===== src/rtl/mux_pkg.sv =====
// Shared constants and elaboration-time helpers for the N:1 scanning mux.
// Optional feature macro used elsewhere in this slice: MUX_PARITY_EN.
package mux_pkg;

  localparam logic MODE_DIRECT = 1'b0;
  localparam logic MODE_SCAN   = 1'b1;

  // Channel-index width: clog2 of the channel count, never narrower than 1 bit.
  function automatic int sel_width(input int n);
    return (n <= 2) ? 1 : $clog2(n);
  endfunction

  // Number of 4:1 levels needed so that 4**levels covers every channel.
  function automatic int tree_levels(input int n);
    int lvls = 1;
    int span = 4;
    while (span < n) begin
      span = span * 4;
      lvls++;
    end
    return lvls;
  endfunction

  // Index of the first node of level 'lvl' in the flattened tree array.
  // Level 0 holds the leaves, level 'levels' holds the single root node.
  function automatic int level_base(input int levels, input int lvl);
    int base = 0;
    for (int i = 0; i < lvl; i++) begin
      base += 1 << (2 * (levels - i));
    end
    return base;
  endfunction

endpackage


===== src/rtl/mux_nto1_scan_if.sv =====
// Data/handshake bundle between the parallel lanes, the mux and its consumer.
// MUX_PARITY_EN adds the registered out_par signal.
interface mux_nto1_scan_if
  import mux_pkg::*;
#(
  parameter int NUM_CH = 16,
  parameter int DATA_W = 8
);

  localparam int SEL_W = sel_width(NUM_CH);

  logic [NUM_CH*DATA_W-1:0] din;
  logic                     in_valid;
  logic                     in_ready;
  logic                     mode;
  logic [SEL_W-1:0]         sel;
  logic [DATA_W-1:0]        out_data;
  logic [SEL_W-1:0]         out_ch;
  logic                     out_valid;
  logic                     out_ready;
  logic                     sel_err;
`ifdef MUX_PARITY_EN
  logic                     out_par;
`endif

  // Producer/consumer side.
  modport master (
    output din, in_valid, mode, sel, out_ready,
    input  in_ready, out_data, out_ch, out_valid, sel_err
`ifdef MUX_PARITY_EN
    , input out_par
`endif
  );

  // Mux side.
  modport slave (
    input  din, in_valid, mode, sel, out_ready,
    output in_ready, out_data, out_ch, out_valid, sel_err
`ifdef MUX_PARITY_EN
    , output out_par
`endif
  );

endinterface


===== src/rtl/mux_nto1_scan_stage4.sv =====
// Combinational W-bit 4:1 mux; the building block of the selection tree.
module mux_stage4 #(
  parameter int DATA_W = 8
) (
  input  logic [DATA_W-1:0] d0_i,
  input  logic [DATA_W-1:0] d1_i,
  input  logic [DATA_W-1:0] d2_i,
  input  logic [DATA_W-1:0] d3_i,
  input  logic [1:0]        sel_i,
  output logic [DATA_W-1:0] y_o
);

  // Pick one of four inputs by the 2-bit select.
  always_comb begin
    // NOTE: the output is assigned before the case so no path leaves it unassigned (no latch).
    y_o = d0_i;
    case (sel_i)
      2'd1:    y_o = d1_i;
      2'd2:    y_o = d2_i;
      2'd3:    y_o = d3_i;
      default: y_o = d0_i;
    endcase
  end

endmodule


===== src/rtl/mux_nto1_scan.sv =====
// N-channel, W-bit registered mux with valid/ready output, round-robin scan
// mode and out-of-range select detection. Sits between parallel lanes and a
// single serial consumer. Define MUX_PARITY_EN to add the out_par output.
module mux_nto1_scan
  import mux_pkg::*;
#(
  parameter int NUM_CH = 16,
  parameter int DATA_W = 8
) (
  input logic            clk,
  input logic            rst,
  mux_nto1_scan_if.slave bus
);

  localparam int SEL_W  = sel_width(NUM_CH);
  localparam int LEVELS = tree_levels(NUM_CH);
  localparam int LEAVES = 1 << (2 * LEVELS);
  localparam int ROOT   = level_base(LEVELS, LEVELS);

  localparam logic [SEL_W:0]   NUM_CH_X = (SEL_W + 1)'(NUM_CH);
  localparam logic [SEL_W-1:0] LAST_CH  = SEL_W'(NUM_CH - 1);

  // Flattened selection tree: leaves first, then each level's outputs, root last.
  logic [DATA_W-1:0]   node [ROOT + 1];
  logic [2*LEVELS-1:0] tree_sel;

  logic [SEL_W-1:0]  ch;
  logic              in_ready;
  logic              capture;
  logic              mode_edge;
  logic              out_of_range;

  logic [DATA_W-1:0] out_data_q, out_data_d;
  logic [SEL_W-1:0]  out_ch_q,   out_ch_d;
  logic              out_valid_q, out_valid_d;
  logic              sel_err_q,  sel_err_d;
  logic [SEL_W-1:0]  scan_cnt_q, scan_cnt_d;
  logic              mode_q;
`ifdef MUX_PARITY_EN
  logic              out_par_q, out_par_d;
`endif

  // Leaves: real channels from the packed bus, padding leaves tied to zero.
  for (genvar k = 0; k < LEAVES; k++) begin : g_leaf
    if (k < NUM_CH) begin : g_used
      assign node[k] = bus.din[k*DATA_W +: DATA_W];
    end else begin : g_tied
      assign node[k] = '0;
    end
  end

  // Each level consumes two select bits, least significant pair at the leaves.
  assign tree_sel = (2 * LEVELS)'(ch);

  for (genvar l = 0; l < LEVELS; l++) begin : g_level
    localparam int IN_BASE  = level_base(LEVELS, l);
    localparam int OUT_BASE = level_base(LEVELS, l + 1);
    localparam int N_OUT    = 1 << (2 * (LEVELS - 1 - l));
    for (genvar j = 0; j < N_OUT; j++) begin : g_node
      mux_stage4 #(.DATA_W(DATA_W)) u_stage (
        .d0_i  (node[IN_BASE + 4*j]),
        .d1_i  (node[IN_BASE + 4*j + 1]),
        .d2_i  (node[IN_BASE + 4*j + 2]),
        .d3_i  (node[IN_BASE + 4*j + 3]),
        .sel_i (tree_sel[2*l +: 2]),
        .y_o   (node[OUT_BASE + j])
      );
    end
  end

  // One-entry output register: accept whenever it is empty or being drained.
  assign in_ready  = !out_valid_q || bus.out_ready;
  assign capture   = bus.in_valid && in_ready;

  // Entering scan mode restarts the round-robin at channel 0 immediately.
  assign mode_edge = (bus.mode == MODE_SCAN) && (mode_q == MODE_DIRECT);
  assign ch        = (bus.mode == MODE_SCAN) ? (mode_edge ? '0 : scan_cnt_q) : bus.sel;

  // Only reachable when NUM_CH is not a power of two.
  assign out_of_range = (bus.mode == MODE_DIRECT) && ({1'b0, bus.sel} >= NUM_CH_X);

  // Next-state for the output register, error flag and scan counter.
  always_comb begin
    out_data_d  = out_data_q;
    out_ch_d    = out_ch_q;
    out_valid_d = out_valid_q;
    sel_err_d   = sel_err_q;
    scan_cnt_d  = scan_cnt_q;
`ifdef MUX_PARITY_EN
    out_par_d   = out_par_q;
`endif
    if (capture) begin
      out_valid_d = 1'b1;
      out_ch_d    = ch;
      sel_err_d   = out_of_range;
      out_data_d  = out_of_range ? '0 : node[ROOT];
`ifdef MUX_PARITY_EN
      out_par_d   = out_of_range ? 1'b0 : ^node[ROOT];
`endif
      if (bus.mode == MODE_SCAN) begin
        scan_cnt_d = (ch == LAST_CH) ? '0 : ch + SEL_W'(1);
      end
    end else begin
      // Drain: data and channel keep their last values, only valid drops.
      if (bus.out_ready) begin
        out_valid_d = 1'b0;
      end
      if (mode_edge) begin
        scan_cnt_d = '0;
      end
    end
  end

  // State registers with synchronous reset that wins over any transfer.
  always_ff @(posedge clk) begin
    // NOTE: sequential state uses non-blocking assignments so every register samples pre-edge values.
    if (rst) begin
      out_data_q  <= '0;
      out_ch_q    <= '0;
      out_valid_q <= 1'b0;
      sel_err_q   <= 1'b0;
      scan_cnt_q  <= '0;
      mode_q      <= MODE_DIRECT;
`ifdef MUX_PARITY_EN
      out_par_q   <= 1'b0;
`endif
    end else begin
      out_data_q  <= out_data_d;
      out_ch_q    <= out_ch_d;
      out_valid_q <= out_valid_d;
      sel_err_q   <= sel_err_d;
      scan_cnt_q  <= scan_cnt_d;
      mode_q      <= bus.mode;
`ifdef MUX_PARITY_EN
      out_par_q   <= out_par_d;
`endif
    end
  end

  assign bus.in_ready  = in_ready;
  assign bus.out_data  = out_data_q;
  assign bus.out_ch    = out_ch_q;
  assign bus.out_valid = out_valid_q;
  assign bus.sel_err   = sel_err_q;
`ifdef MUX_PARITY_EN
  assign bus.out_par   = out_par_q;
`endif

endmodule


===== src/flat_wrapper.sv =====
// flat-port wrapper written by rule: the top's interface ports become plain ports
module mux_nto1_scan_flat import mux_pkg::*;
#(
  parameter int NUM_CH = 16,
  parameter int DATA_W = 8
)
  (clk, rst, bus_din, bus_in_valid, bus_mode, bus_sel, bus_out_ready, bus_in_ready, bus_out_data, bus_out_ch, bus_out_valid, bus_sel_err);
  mux_nto1_scan_if #(.NUM_CH(NUM_CH), .DATA_W(DATA_W)) bus_i ();
  input logic clk;
  input logic rst;
  input wire logic [$bits(bus_i.din)-1:0] bus_din;
  input wire logic [$bits(bus_i.in_valid)-1:0] bus_in_valid;
  input wire logic [$bits(bus_i.mode)-1:0] bus_mode;
  input wire logic [$bits(bus_i.sel)-1:0] bus_sel;
  input wire logic [$bits(bus_i.out_ready)-1:0] bus_out_ready;
  output wire logic [$bits(bus_i.in_ready)-1:0] bus_in_ready;
  output wire logic [$bits(bus_i.out_data)-1:0] bus_out_data;
  output wire logic [$bits(bus_i.out_ch)-1:0] bus_out_ch;
  output wire logic [$bits(bus_i.out_valid)-1:0] bus_out_valid;
  output wire logic [$bits(bus_i.sel_err)-1:0] bus_sel_err;
  assign bus_i.din = bus_din;
  assign bus_i.in_valid = bus_in_valid;
  assign bus_i.mode = bus_mode;
  assign bus_i.sel = bus_sel;
  assign bus_i.out_ready = bus_out_ready;
  assign bus_in_ready = bus_i.in_ready;
  assign bus_out_data = bus_i.out_data;
  assign bus_out_ch = bus_i.out_ch;
  assign bus_out_valid = bus_i.out_valid;
  assign bus_sel_err = bus_i.sel_err;
  mux_nto1_scan #(.NUM_CH(NUM_CH), .DATA_W(DATA_W)) u_core (.clk(clk), .rst(rst), .bus(bus_i));
endmodule

===== config.mk =====
export PLATFORM = sky130hd
export DESIGN_NAME = mux_nto1_scan_flat
export DESIGN_NICKNAME = d
export VERILOG_FILES = /design/src/rtl/mux_pkg.sv /design/src/rtl/mux_nto1_scan_if.sv /design/src/rtl/mux_nto1_scan_stage4.sv /design/src/rtl/mux_nto1_scan.sv /design/src/flat_wrapper.sv
export SDC_FILE = /design/constraint.sdc
export NUM_CORES = 1
export LEC_CHECK = 0
export ABC_AREA = 1
export BUFFER_PORTS_ARGS = -buffer_cell sky130_fd_sc_hd__buf_2
export CORE_ASPECT_RATIO = 0.5
export CORE_MARGIN = 5
export CORE_UTILIZATION = 46
export CTS_BUF_LIST = sky130_fd_sc_hd__clkbuf_4 sky130_fd_sc_hd__clkbuf_8
export CTS_CLUSTER_SIZE = 14
export DETAILED_ROUTE_END_ITERATION = 16
export PLACE_DENSITY = 0.9
export SYNTH_ARGS = -nofsm -noshare
export SYNTH_HDL_FRONTEND = slang
export SYNTH_SLANG_ARGS = --single-unit
export TNS_END_PERCENT = 5

===== constraint.sdc =====
create_clock -name clk -period 5.3 [get_ports clk]
set_input_delay 1.06 -clock clk [delete_from_list [all_inputs] [get_ports clk]]
set_output_delay 1.06 -clock clk [all_outputs]
set_load 0.005 [all_outputs]

# == Word level (Yosys, flattened, before mapping) ==
# Cells that the tools add are included.
# totals
wordCells,32
inputBits,137
out_inout_bits,15
ff_bits,18
# classes
addsub,1
bitwise_logic,1
n_reduce_logical,5
eq_ne,8
n_mux,12
# ops
operator,count
$pmux W8 S3,5
$mux W4,5
$eq A2 B2 Y1 const B,4
$add A4 B1 Y4 const B,1
$eq A2 B1 Y1 const B,2
$eq A4 B4 Y1 const B,1
$logic_and A1 B1 Y1,2
$mux W1,2
$ne A2 B2 Y1 const B,1
$reduce_bool A2 Y1,1
$logic_not A1 Y1,1
$logic_or A1 B1 Y1,1
$not A1 Y1,1

# == Depth between registers and ports, before layout ==
# Gate-level depths: netlist (run 1).
# depth
depth_word,8
depth_mapped,15
ltp_nobuf,13

# == By module ==
# A second synthesis (run 1) with hierarchy kept.
# unflattened
hier_cells,342
hier_area_um2,2125.8
# by_module_without_submodules
module,area_per_inst_um2,n_inst,seq_area_each_um2,cells_per_inst
mux_stage4,264.0,5,0.0,47
mux_nto1_scan,805.8,1,360.3,107

# == Worst setup path after synthesis (run 1) ==
# No wires, ideal clock.
# synth_path
path_kind,input-to-reg
from,input port bus_mode
to,register u_core.out_data_q[0] (netlist: u_core.bus.out_data[0])
arrival_time_ns,2.412
required_ns,5.183
path_stages,15
path_slack_ns,2.771
path_cell_list,inv_2 > nand2_1 > nand2_1 > inv_1 > ha_1 > buf_2 > inv_2 > buf_2 > nand2_1 > nor2_1 > nor2_1 > nand2_1 > nand3_1 > nor2_1 > nor2_1
# synth_between
elab_chain_cells,6
word_cells_on_any_way,14
cone_classes,eq/ne: 6; mux: 7; reduce/logical: 1
# synth_rtl
element,line,text
from (decl),flat_wrapper.sv:13,input wire logic [$bits(bus_i.mode)-1:0] bus_mode;
$logic_and A1 B1 Y1,mux_nto1_scan.sv:76,assign mode_edge = (bus.mode == MODE_SCAN) && (mode_q == MODE_DIRECT);
$mux W4,mux_nto1_scan.sv:77,assign ch = (bus.mode == MODE_SCAN) ? (mode_edge ? '0 : scan_cnt_q) : bus.sel;
$mux W4 (*),mux_nto1_scan.sv:77,
via u_core.ch[0],mux_nto1_scan.sv:27,logic [SEL_W-1:0] ch;
$eq A2 B2 Y1 or $eq A2 B1 Y1 (tied branches),mux_nto1_scan_stage4.sv:17,case (sel_i)
$pmux W8 S3,mux_nto1_scan_stage4.sv:17,
$pmux W8 S3 (*),mux_nto1_scan_stage4.sv:17,
to (signal assigned),mux_nto1_scan.sv:128,out_data_q <= out_data_d;
to (decl),mux_nto1_scan.sv:33,"logic [DATA_W-1:0] out_data_q, out_data_d;"
# The timed path passes the listed nets; every way through them passes the cells marked *.
# A chain may end at the register's enable or synchronous reset.

# == Worst setup path in the final report (run 1) ==
# layout_path
from,input port bus_mode
to,register u_core.out_data_q[4] (netlist: u_core.bus.out_data[4])
# The elaborated chain is that of the path after synthesis.

==> impl_metrics.yaml, run 1 <==
synthesis:
  ys_types: 26
  yosys.area_share.simple_pct: 63.9
  syn-cell-area_sq_mm: 0.00208
  ys_seq_area_share_pct: 17.3
  netlist_top_cells_area: "nand2_1 34%, dfxtp_1 17%, nor2_1 12%"
  syn-num-nets: 544
  muxShareOfSynthArea_pct: 0
  synth.avg_cell_area_sq_um: 5.17
  synth_adder_area_share_pct: 2.40
  synth_compound_area_share_pct: 7.69
  yosysTopAreaCellShare_pct: 33.7
  yosys-top-cells-count: "187 x nand2_1, 67 x nor2_1, 39 x nand3_1"
  syn_inst: 403
  ys.flop_type: "dfxtp_1"
  async_flop_share_pct: 0
  synth-edff-count: 0
  yosysTopAreaCell: "nand2_1"
  yosys.area_share.xor_xnor_pct: 0.420
  yosysMostFrequentCell: "nand2_1"
  ys_warn_count: 0
  synth_top_family_by_area: "simple AND/OR/NAND/NOR gates"
  synth-seq-cells: 18
timing:
  slew_headroom_pct: 20.6
  fin_crit_ns: 3.24
  fin_crit_sh_pct: 61.2
  whs_ns: 0.483
  fmax_mhz: 308
  slew_violations: 0
  finalSetupViolations: 0
  setup_ws_ns: 2.06
  fin_tns_setup_ns: 0
  fin_skew_ns: 0.00695
  worst_slew_pin_slew_ns: 1.19
  rsz0062_at_grt: "no"
  finalHoldViolCount: 0
clocking:
  clkSlewWorstSetupHoldPaths_ns: 0.07
  postCtsSetupBuffers: 0
  postCtsHoldBufs: 0
  insertion_delay_ns: 0.26
  clkSinkCount: 18
  cts_buffers: 3
  post_cts_resized: 0
  tritoncts: "yes"
  htreeDepth: 1
  clockBufferDepth: 2
  cts_root_buf: "clkbuf_8"
worst_setup_path:
  path_max_fanout: 48
  end_kind: "flip-flop"
  start_kind: "input port"
  path_class: "in -> reg"
  cp_data_required_time_ns: 5.45
  arrival_ns: 3.39
power_and_ir_drop:
  power_density_mw_per_mm2: 162
  leakage_nw: 1.61
  peakVddDrop_mv: 0.132
floorplanning:
  initial_core_util_pct: 47.5
  rows: 17
  design.portCount: 152
  core_area_sq_mm: 0.00438
  die_x_microns: 105
  dieArea_sq_mm: 0.00606
  fp.dieH_microns: 57.6
global_routing:
  grt_max_degree: 49
  antenna_found_initial: 0
  track_usage_pct: 22.1
  grt_first_pass_wirelength_microns: 11400
  first_global_vias: 2522
  grt_overflow_total: 0
detailed_routing:
  vias: 2943
  antenna_left: 0
  drc: 0
  drt-pass1-iter-count: 7
  drt_wl_total_microns: 7260
  drtIter0Drc: 258
  via_per_inst: 4.95
  wire_per_inst_microns: 12.2
placed_design:
  dp_slack_ns: 1.82
  portBuffers: 150
  gp_congestion: 0.854
  dp.final_hpwl_microns: 5790
status:
  outcome: "completed"
final_layout:
  utilization_pct: 65.2
  finalNetCount: 679
  area_growth_pct: 37.1
  diodes: 0
  drive_gt1_share_pct: 32.2
min_path:
  worstHoldPathType: "reg -> reg"
run:
  drv_cap: 0
-- worst max-delay path: stages --
cell,delay (ns)
buf_2,0.14
inv_2,0.10
nand2_1,0.07
nand2_1,0.12
inv_1,0.15
ha_1,0.57
inv_2,0.47
or2_2,0.40
nand3_1,0.08
nand2_1,0.05
nor2_1,0.13
nor2_1,0.05
-- cells in the final DEF, fill, tap and decap left out, drive strengths merged --
master / netlist / layout
clkbuf: 2 / 4
nor2: 70 / 70
conb: 1 / 1
nand2: 192 / 192
o21ai: 15 / 15
nand4: 1 / 1
nand3b: 2 / 2
a21oi: 17 / 17
buf: 19 / 151
nand3: 40 / 40
or2: 8 / 8
ha: 4 / 4
inv: 13 / 13
xnor2: 1 / 1
dfxtp: 18 / 18
-- power by group --
group / total (mW) / switching, mW / internal, mW
registers: 0.153 / 0.00655 / 0.146
clock network: 0.112 / 0.0459 / 0.0660
logic: 0.197 / 0.110 / 0.0878
-- final cells by class --
cell class,instances,area (sq um)
Tap cell,57,71.3
Timing Repair Buffer,151,758
Multi-Input combinational cell,351,1550
Fill cell,445,1530
Inverter,13,56.3
Sequential cell,18,360
Clock buffer,4,55.1
-- cells by family (layout without fill, tap and decap cells) --
group / after synthesis / after routing
xor gates and xnor gates: 1 / 1
and+or+nand+nor: 313 / 313
AOI/OAI and AO/OA: 32 / 32
adders and majority gates: 4 / 4
other: 1 / 1
buffers and inverters: 34 / 168
DFF: 18 / 18
-- stage by stage --
step | power (mW) | instances | area, sq um
2_1_floorplan | 0.273 | 403 | 2080
3_3_place_gp | 0.348 | 590 | 2800
3_5_place_dp | 0.351 | 590 | 2800
4_1_cts | 0.461 | 594 | 2860
5_1_grt | 0.497 | 594 | 2860
6_report | 0.462 | 594 | 2860
-- registers in the layout, summed over array words and instances (netlist names) --
name,cells
u_core.mode_q,1
u_core.bus.out_ch,4
u_core.bus.out_data,8
u_core.bus.out_valid,1
u_core.scan_cnt_q,4
-- path summary, 6_finish.rpt --
path	cells past startpoint	endpoint	slack (ns)	from
worst min register to register	2	u_core.scan_cnt_q[1]$_SDFFE_PP0P_	0.48	u_core.scan_cnt_q[1]$_SDFFE_PP0P_
worst max register to register	10	u_core.bus.out_data[4]$_SDFFE_PP0P_	2.70	u_core.mode_q$_SDFF_PP0_
worst min-delay path	2	u_core.scan_cnt_q[1]$_SDFFE_PP0P_	0.48	u_core.scan_cnt_q[1]$_SDFFE_PP0P_
worst max-delay path	12	u_core.bus.out_data[4]$_SDFFE_PP0P_	2.06	bus_mode
-- layer usage --
metal / wire [microns] / track usage [%]
met2: 3570 / 38.9
met4: 96 / 3.64
met3: 594 / 5.76
met1: 3000 / 28.0
met5: 0 / 0
(Power assumes the default switching activity.)
==> run 2, diff against run 1 <==
--- a/config.mk
+++ b/config.mk
@@ -5,15 +5,15 @@
 export SDC_FILE = /design/constraint.sdc
 export NUM_CORES = 1
 export LEC_CHECK = 0
-export ABC_AREA = 1
+export ABC_AREA = 0
 export BUFFER_PORTS_ARGS = -buffer_cell sky130_fd_sc_hd__buf_2
 export CORE_ASPECT_RATIO = 0.5
 export CORE_MARGIN = 5
-export CORE_UTILIZATION = 46
+export CORE_UTILIZATION = 36
 export CTS_BUF_LIST = sky130_fd_sc_hd__clkbuf_4 sky130_fd_sc_hd__clkbuf_8
 export CTS_CLUSTER_SIZE = 14
 export DETAILED_ROUTE_END_ITERATION = 16
-export PLACE_DENSITY = 0.9
+export PLACE_DENSITY = 0.8
 export SYNTH_ARGS = -nofsm -noshare
 export SYNTH_HDL_FRONTEND = slang
 export SYNTH_SLANG_ARGS = --single-unit
==> constraint.sdc (replaced) <==
create_clock -name clk -period 2.8 [get_ports clk]
set_input_delay 0.56 -clock clk [delete_from_list [all_inputs] [get_ports clk]]
set_output_delay 0.56 -clock clk [all_outputs]
set_load 0.005 [all_outputs]
==> impl_metrics.yaml, run 2 <==
timing:
  slew_violations: 0
  fin_tns_setup_ns: 0
  fin_crit_ns: 2.31
  rsz0062_at_grt: "no"
  fin_skew_ns: 0.00203
  whs_ns: 0.497
  finalSetupViolations: 0
  fmax_mhz: 432
  finalHoldViolCount: 0
  fin_crit_sh_pct: 82.7
synthesis:
  ys_types: 40
  ys.flop_type: "dfxtp_1"
  synth.avg_cell_area_sq_um: 7.90
  yosysMostFrequentCell: "a222oi_1"
  netlist_top_cells_area: "dfxtp_1 20%, a222oi_1 17%, mux2i_1 8.2%"
  ys_warn_count: 0
  syn_inst: 232
  syn-cell-area_sq_mm: 0.00183
  syn-num-nets: 373
  yosysTopAreaCell: "dfxtp_1"
  async_flop_share_pct: 0
  synth-edff-count: 0
  synth-seq-cells: 18
  ys_seq_area_share_pct: 19.7
  yosysTopAreaCellShare_pct: 19.7
  yosys-top-cells-count: "32 x a222oi_1, 21 x inv_1, 21 x o21ai_0"
worst_setup_path:
  path_class: "in -> reg"
  end_kind: "flip-flop"
  reg2reg_slack_ns: 0.50
  startpoint: "bus_mode"
  arrival_ns: 2.44
  start_kind: "input port"
  endpoint: "u_core.bus.out_data[3]$_SDFFE_PP0P_"
  r2r-start: "u_core.mode_q$_SDFF_PP0_"
  cp_data_required_time_ns: 2.93
  worstReg2RegEnd: "u_core.bus.out_data[3]$_SDFFE_PP0P_"
  worstRegToRegCells: 9
  path_max_fanout: 21
power_and_ir_drop:
  leakage_nw: 1.35
  peakVddDrop_mv: 0.240
  power_density_mw_per_mm2: 312
final_layout:
  largest_reg_flops: 8
  diodes: 0
  mostFrequentLayoutCells: "150 x buf_2, 32 x a222oi_1, 21 x inv_1, 21 x o21ai_0, 20 x nand2_1"
  finalNetCount: 516
  final_common_cell: "buf_2"
  area_growth_pct: 46.7
  drive_gt1_share_pct: 46.0
min_path:
  hold_path_depth: 2
  worstHoldPathType: "reg -> reg"
clocking:
  cts_buffers: 3
  postCtsSetupBuffers: 0
  postCtsHoldBufs: 0
  clkSinkCount: 18
  post_cts_resized: 0
  clkSlewWorstSetupHoldPaths_ns: 0.07
  cts_root_buf: "clkbuf_8"
  htreeDepth: 1
  tritoncts: "yes"
  insertion_delay_ns: 0.25
  clockBufferDepth: 2
placed_design:
  portBuffers: 150
  gp_congestion: 0.850
  dp.final_hpwl_microns: 5950
run:
  drv_cap: 0
floorplanning:
  die_x_microns: 111
  fp.dieH_microns: 60.4
  initial_core_util_pct: 37.1
  core_area_sq_mm: 0.00493
  design.portCount: 152
  rows: 18
  dieArea_sq_mm: 0.00670
detailed_routing:
  antenna_left: 0
  wire_per_inst_microns: 16.5
  drtIter0Drc: 372
  drc: 0
  via_per_inst: 5.65
  drt-pass1-iter-count: 7
  drt_wl_total_microns: 7320
  vias: 2507
global_routing:
  track_usage_pct: 19.8
  first_global_vias: 2383
  grt_max_degree: 33
  antenna_found_initial: 0
  grt_overflow_total: 0
  grt_first_pass_wirelength_microns: 11000
status:
  outcome: "completed"
run 2: cell count changes after synthesis, moves of 8 or more:
cell / previous run / this run
mux2i_1: 0 / 15
nand2_1: 187 / 20
a22oi_1: 0 / 8
a211oi_1: 0 / 12
nor2_1: 67 / 13
inv_1: 8 / 21
a21oi_1: 17 / 9
nand3_1: 39 / 1
a222oi_1: 0 / 32
run 2: worst max-delay path, stage by stage:
cell,delay [ns]
buf_2,0.12
and3_1,0.17
a21oi_1,0.19
inv_1,0.10
ha_1,0.21
buf_4,0.21
a222oi_1,0.43
o21ai_0,0.16
a22oi_1,0.19
a211oi_1,0.10
run 2: layout make-up:
cell class	count	area (sq um)
Multi-Input combinational cell	169	1260
Inverter	22	82.6
Tap cell	70	87.6
Timing Repair Buffer	161	846
Clock buffer	4	55.1
Sequential cell	18	360
Fill cell	489	2240
run 2: stage by stage:
stage	total power, mW	instance area, sq um	utilization, %	instances	setup WS (ns)
6_report	0.839	2690	54.5	444	0.485
3_3_place_gp	0.622	2630	53.4	440	0.293
2_1_floorplan	0.471	1830	-	232	0.292
4_1_cts	0.839	2690	54.5	444	0.513
5_1_grt	0.892	2690	54.5	444	0.312
3_5_place_dp	0.626	2630	53.4	440	0.251
run 2: metal layers:
| metal | track usage [%] | vias up | part of all wire, % |
|---|---|---|---|
| li1 | - | 1211 | - |
| met1 | 25.4 | 1179 | 39 |
| met3 | 2.39 | 10 | 6.8 |
| met4 | 3.16 | 0 | 1.2 |
| met2 | 37.4 | 107 | 53 |
| met5 | 0 | - | 0 |
run 2: how the worst min path moves through the flow:
stage          slack, ns                                  end                                start
2_1_floorplan       0.45    u_core.scan_cnt_q[1]$_SDFFE_PP0P_    u_core.scan_cnt_q[1]$_SDFFE_PP0P_
3_3_place_gp        0.48  u_core.bus.out_data[0]$_SDFFE_PP0P_  u_core.bus.out_data[0]$_SDFFE_PP0P_
4_1_cts             0.49    u_core.scan_cnt_q[1]$_SDFFE_PP0P_    u_core.scan_cnt_q[1]$_SDFFE_PP0P_
3_5_place_dp        0.48    u_core.scan_cnt_q[1]$_SDFFE_PP0P_    u_core.scan_cnt_q[1]$_SDFFE_PP0P_
5_1_grt             0.52    u_core.scan_cnt_q[1]$_SDFFE_PP0P_    u_core.scan_cnt_q[1]$_SDFFE_PP0P_
6_report            0.50    u_core.bus.out_ch[0]$_SDFFE_PP0P_    u_core.bus.out_ch[0]$_SDFFE_PP0P_
run 2: report_power, final:
group	internal [mW]	switching (mW)	total, mW
sequential	0.274	0.00976	0.284
combinational	0.171	0.170	0.341
clock	0.125	0.0895	0.214
run 2: cells by family after synthesis:
group / Yosys count / synth area share [%]
AOI/OAI and AO/OA: 103 / 45.4
buffers and inverters: 45 / 11.9
and+or+nand+nor: 45 / 11.3
DFF: 18 / 19.7
muxes: 16 / 8.81
adders and majority gates: 4 / 2.73
other: 1 / 0.205
==> run 3, diff against run 2 <==
==> constraint.sdc (replaced) <==
create_clock -name clk -period 2 [get_ports clk]
set_input_delay 0.4 -clock clk [delete_from_list [all_inputs] [get_ports clk]]
set_output_delay 0.4 -clock clk [all_outputs]
set_load 0.005 [all_outputs]
==> impl_metrics.yaml, run 3 (synthesis results as in run 2) <==
status:
  outcome: "complete, but fails checks"
  violations: "negative setup slack"
placed_design:
  gp_congestion: 0.911
  dp.final_hpwl_microns: 6300
  portBuffers: 150
  post-place-cells: 445
floorplanning:
  fp.dieH_microns: 60.4
  die_x_microns: 111
  initial_core_util_pct: 37.1
  design.portCount: 152
  rows: 18
  core_area_sq_mm: 0.00493
  dieArea_sq_mm: 0.00670
min_path:
  hold_path_depth: 3
  worstHoldPathType: "in -> reg"
detailed_routing:
  via_per_inst: 5.72
  drtIter0Drc: 361
  drt-pass1-iter-count: 8
  wire_per_inst_microns: 17.3
  drt_wl_total_microns: 7830
  drc: 0
  vias: 2593
  antenna_left: 0
clocking:
  clkSlewWorstSetupHoldPaths_ns: 0.08
  tritoncts: "yes"
  cts_root_buf: "clkbuf_8"
  clockBufferDepth: 2
  insertion_delay_ns: 0.26
  htreeDepth: 1
  clkSinkCount: 18
  cts_buffers: 3
timing:
  fin_skew_ns: 0.00741
  rsz0062_at_grt: "yes"
  finalHoldViolCount: 0
  fin_crit_sh_pct: 104
  setup_ws_ns: -0.0705
  fmax_mhz: 483
  finalSetupViolations: 8
  fin_crit_ns: 2.07
  slew_violations: 0
final_layout:
  mostFrequentLayoutCells: "150 x buf_2, 32 x a222oi_1, 20 x nand2_1"
  area_growth_pct: 58.7
  finalNetCount: 525
  utilization_pct: 59.0
  drive_gt1_share_pct: 50.9
  diodes: 0
  final_common_cell: "buf_2"
  final_cells: 453
  fill_cells: 446
  largest_reg_flops: 8
worst_setup_path:
  end_kind: "flip-flop"
  cpMaxStageDelayCell: "dfxtp_2"
  worstPathCellList: "and3_4 > a21oi_4 > inv_2 > ha_4 > buf_12 > a222oi_1 > o21ai_0 > a221oi_1 > a211oi_1"
  cpPeakStageDelay_ns: 0.33
  cp_data_required_time_ns: 2.12
  start_kind: "flip-flop"
  arrival_ns: 2.19
  path_max_fanout: 11
  path_class: "reg -> reg"
  worstRegToRegCells: 9
global_routing:
  grt_first_pass_wirelength_microns: 11900
  grt_max_degree: 29
  grt_overflow_total: 0
  first_global_vias: 2577
  antenna_found_initial: 0
  track_usage_pct: 21.2
power_and_ir_drop:
  power_density_mw_per_mm2: 430
  peakVddDrop_mv: 0.226
  leakage_nw: 1.43
run:
  drv_cap: 0
[run 3: changes by cell type in the layout (fill, tap and decap cells not counted), moves of 2 or more]
| cell | before | now |
|---|---|---|
| buf_12 | 1 | 6 |
| o21ai_0 | 21 | 16 |
| o21ai_1 | 2 | 7 |
| a221oi_1 | 7 | 3 |
| a221oi_2 | 0 | 4 |
| buf_6 | 0 | 3 |
| ha_1 | 3 | 0 |
| a21oi_1 | 9 | 7 |
| ha_4 | 0 | 2 |
| inv_1 | 21 | 19 |
[run 3: path summary, 6_finish.rpt]
kind	start	endpoint	slack, ns
worst max-delay path	u_core.mode_q$_SDFF_PP0_	u_core.bus.out_data[2]$_SDFFE_PP0P_	-0.07
worst min-delay path	bus_in_valid	u_core.bus.out_valid$_SDFFE_PP0P_	0.44
worst max register to register	u_core.mode_q$_SDFF_PP0_	u_core.bus.out_data[2]$_SDFFE_PP0P_	-0.07
worst min register to register	u_core.scan_cnt_q[1]$_SDFFE_PP0P_	u_core.scan_cnt_q[1]$_SDFFE_PP0P_	0.51
[run 3: area by class of cell]
class / count / area (sq um) / share of cell area [%]
Sequential cell: 18 / 362 / 12.4
Inverter: 22 / 85.1 / 2.93
Timing Repair Buffer: 170 / 987 / 34.0
Tap cell: 70 / 87.6 / 3.01
Clock buffer: 4 / 55.1 / 1.89
Multi-Input combinational cell: 169 / 1330 / 45.8
[run 3: repair_timing]
item,in CTS,in global routing
gates resized for setup,12,6
setup buffers,4,0
pin swaps,9,8
hold buffers,0,0
endpoints found under the setup margin,8,8
hold endpoints to repair,0,0
[run 3: report_power, final]
part           internal [mW]  total (mW)  switching, mW
Clock                  0.175       0.310          0.134
Sequential             0.383       0.397         0.0137
Combinational          0.279       0.542          0.263
[run 3: routing by layer]
metal  global-route usage, %  part of all wire (%)  up-vias  routed length [microns]
li1                        -                     -     1240                        -
met1                    25.6                    38     1221                     3000
met2                    43.0                    54      120                     4260
met3                    1.99                   6.3       12                      491
met4                    3.16                   1.0        0                       81
met5                       0                     0        -                        0
[run 3: per-stage QoR]
stage | setup slack (ns) | cell area [sq um] | hold WS (ns) | total power, mW | TNS, ns
4_1_cts | -0.0634 | 2880 | 0.426 | 1.24 | -0.113
5_1_grt | -0.170 | 2910 | 0.448 | 1.32 | -1.17
6_report | -0.0705 | 2910 | 0.438 | 1.25 | -0.210
2_1_floorplan | -0.149 | 1870 | 0.459 | 0.666 | -0.925
3_3_place_gp | -0.292 | 2760 | 0.478 | 0.899 | -1.94
3_5_place_dp | -0.328 | 2760 | 0.495 | 0.913 | -2.37
[run 3: critical path: cells and delay by family, from the launching register on]
| kind | cells | cell delay [ns] |
|---|---|---|
| adders and majority gates | 1 | 0.18 |
| buffers and inverters | 2 | 0.22 |
| DFF | 1 | 0.33 |
| AOI/OAI and AO/OA | 5 | 1.02 |
| and+or+nand+nor | 1 | 0.18 |
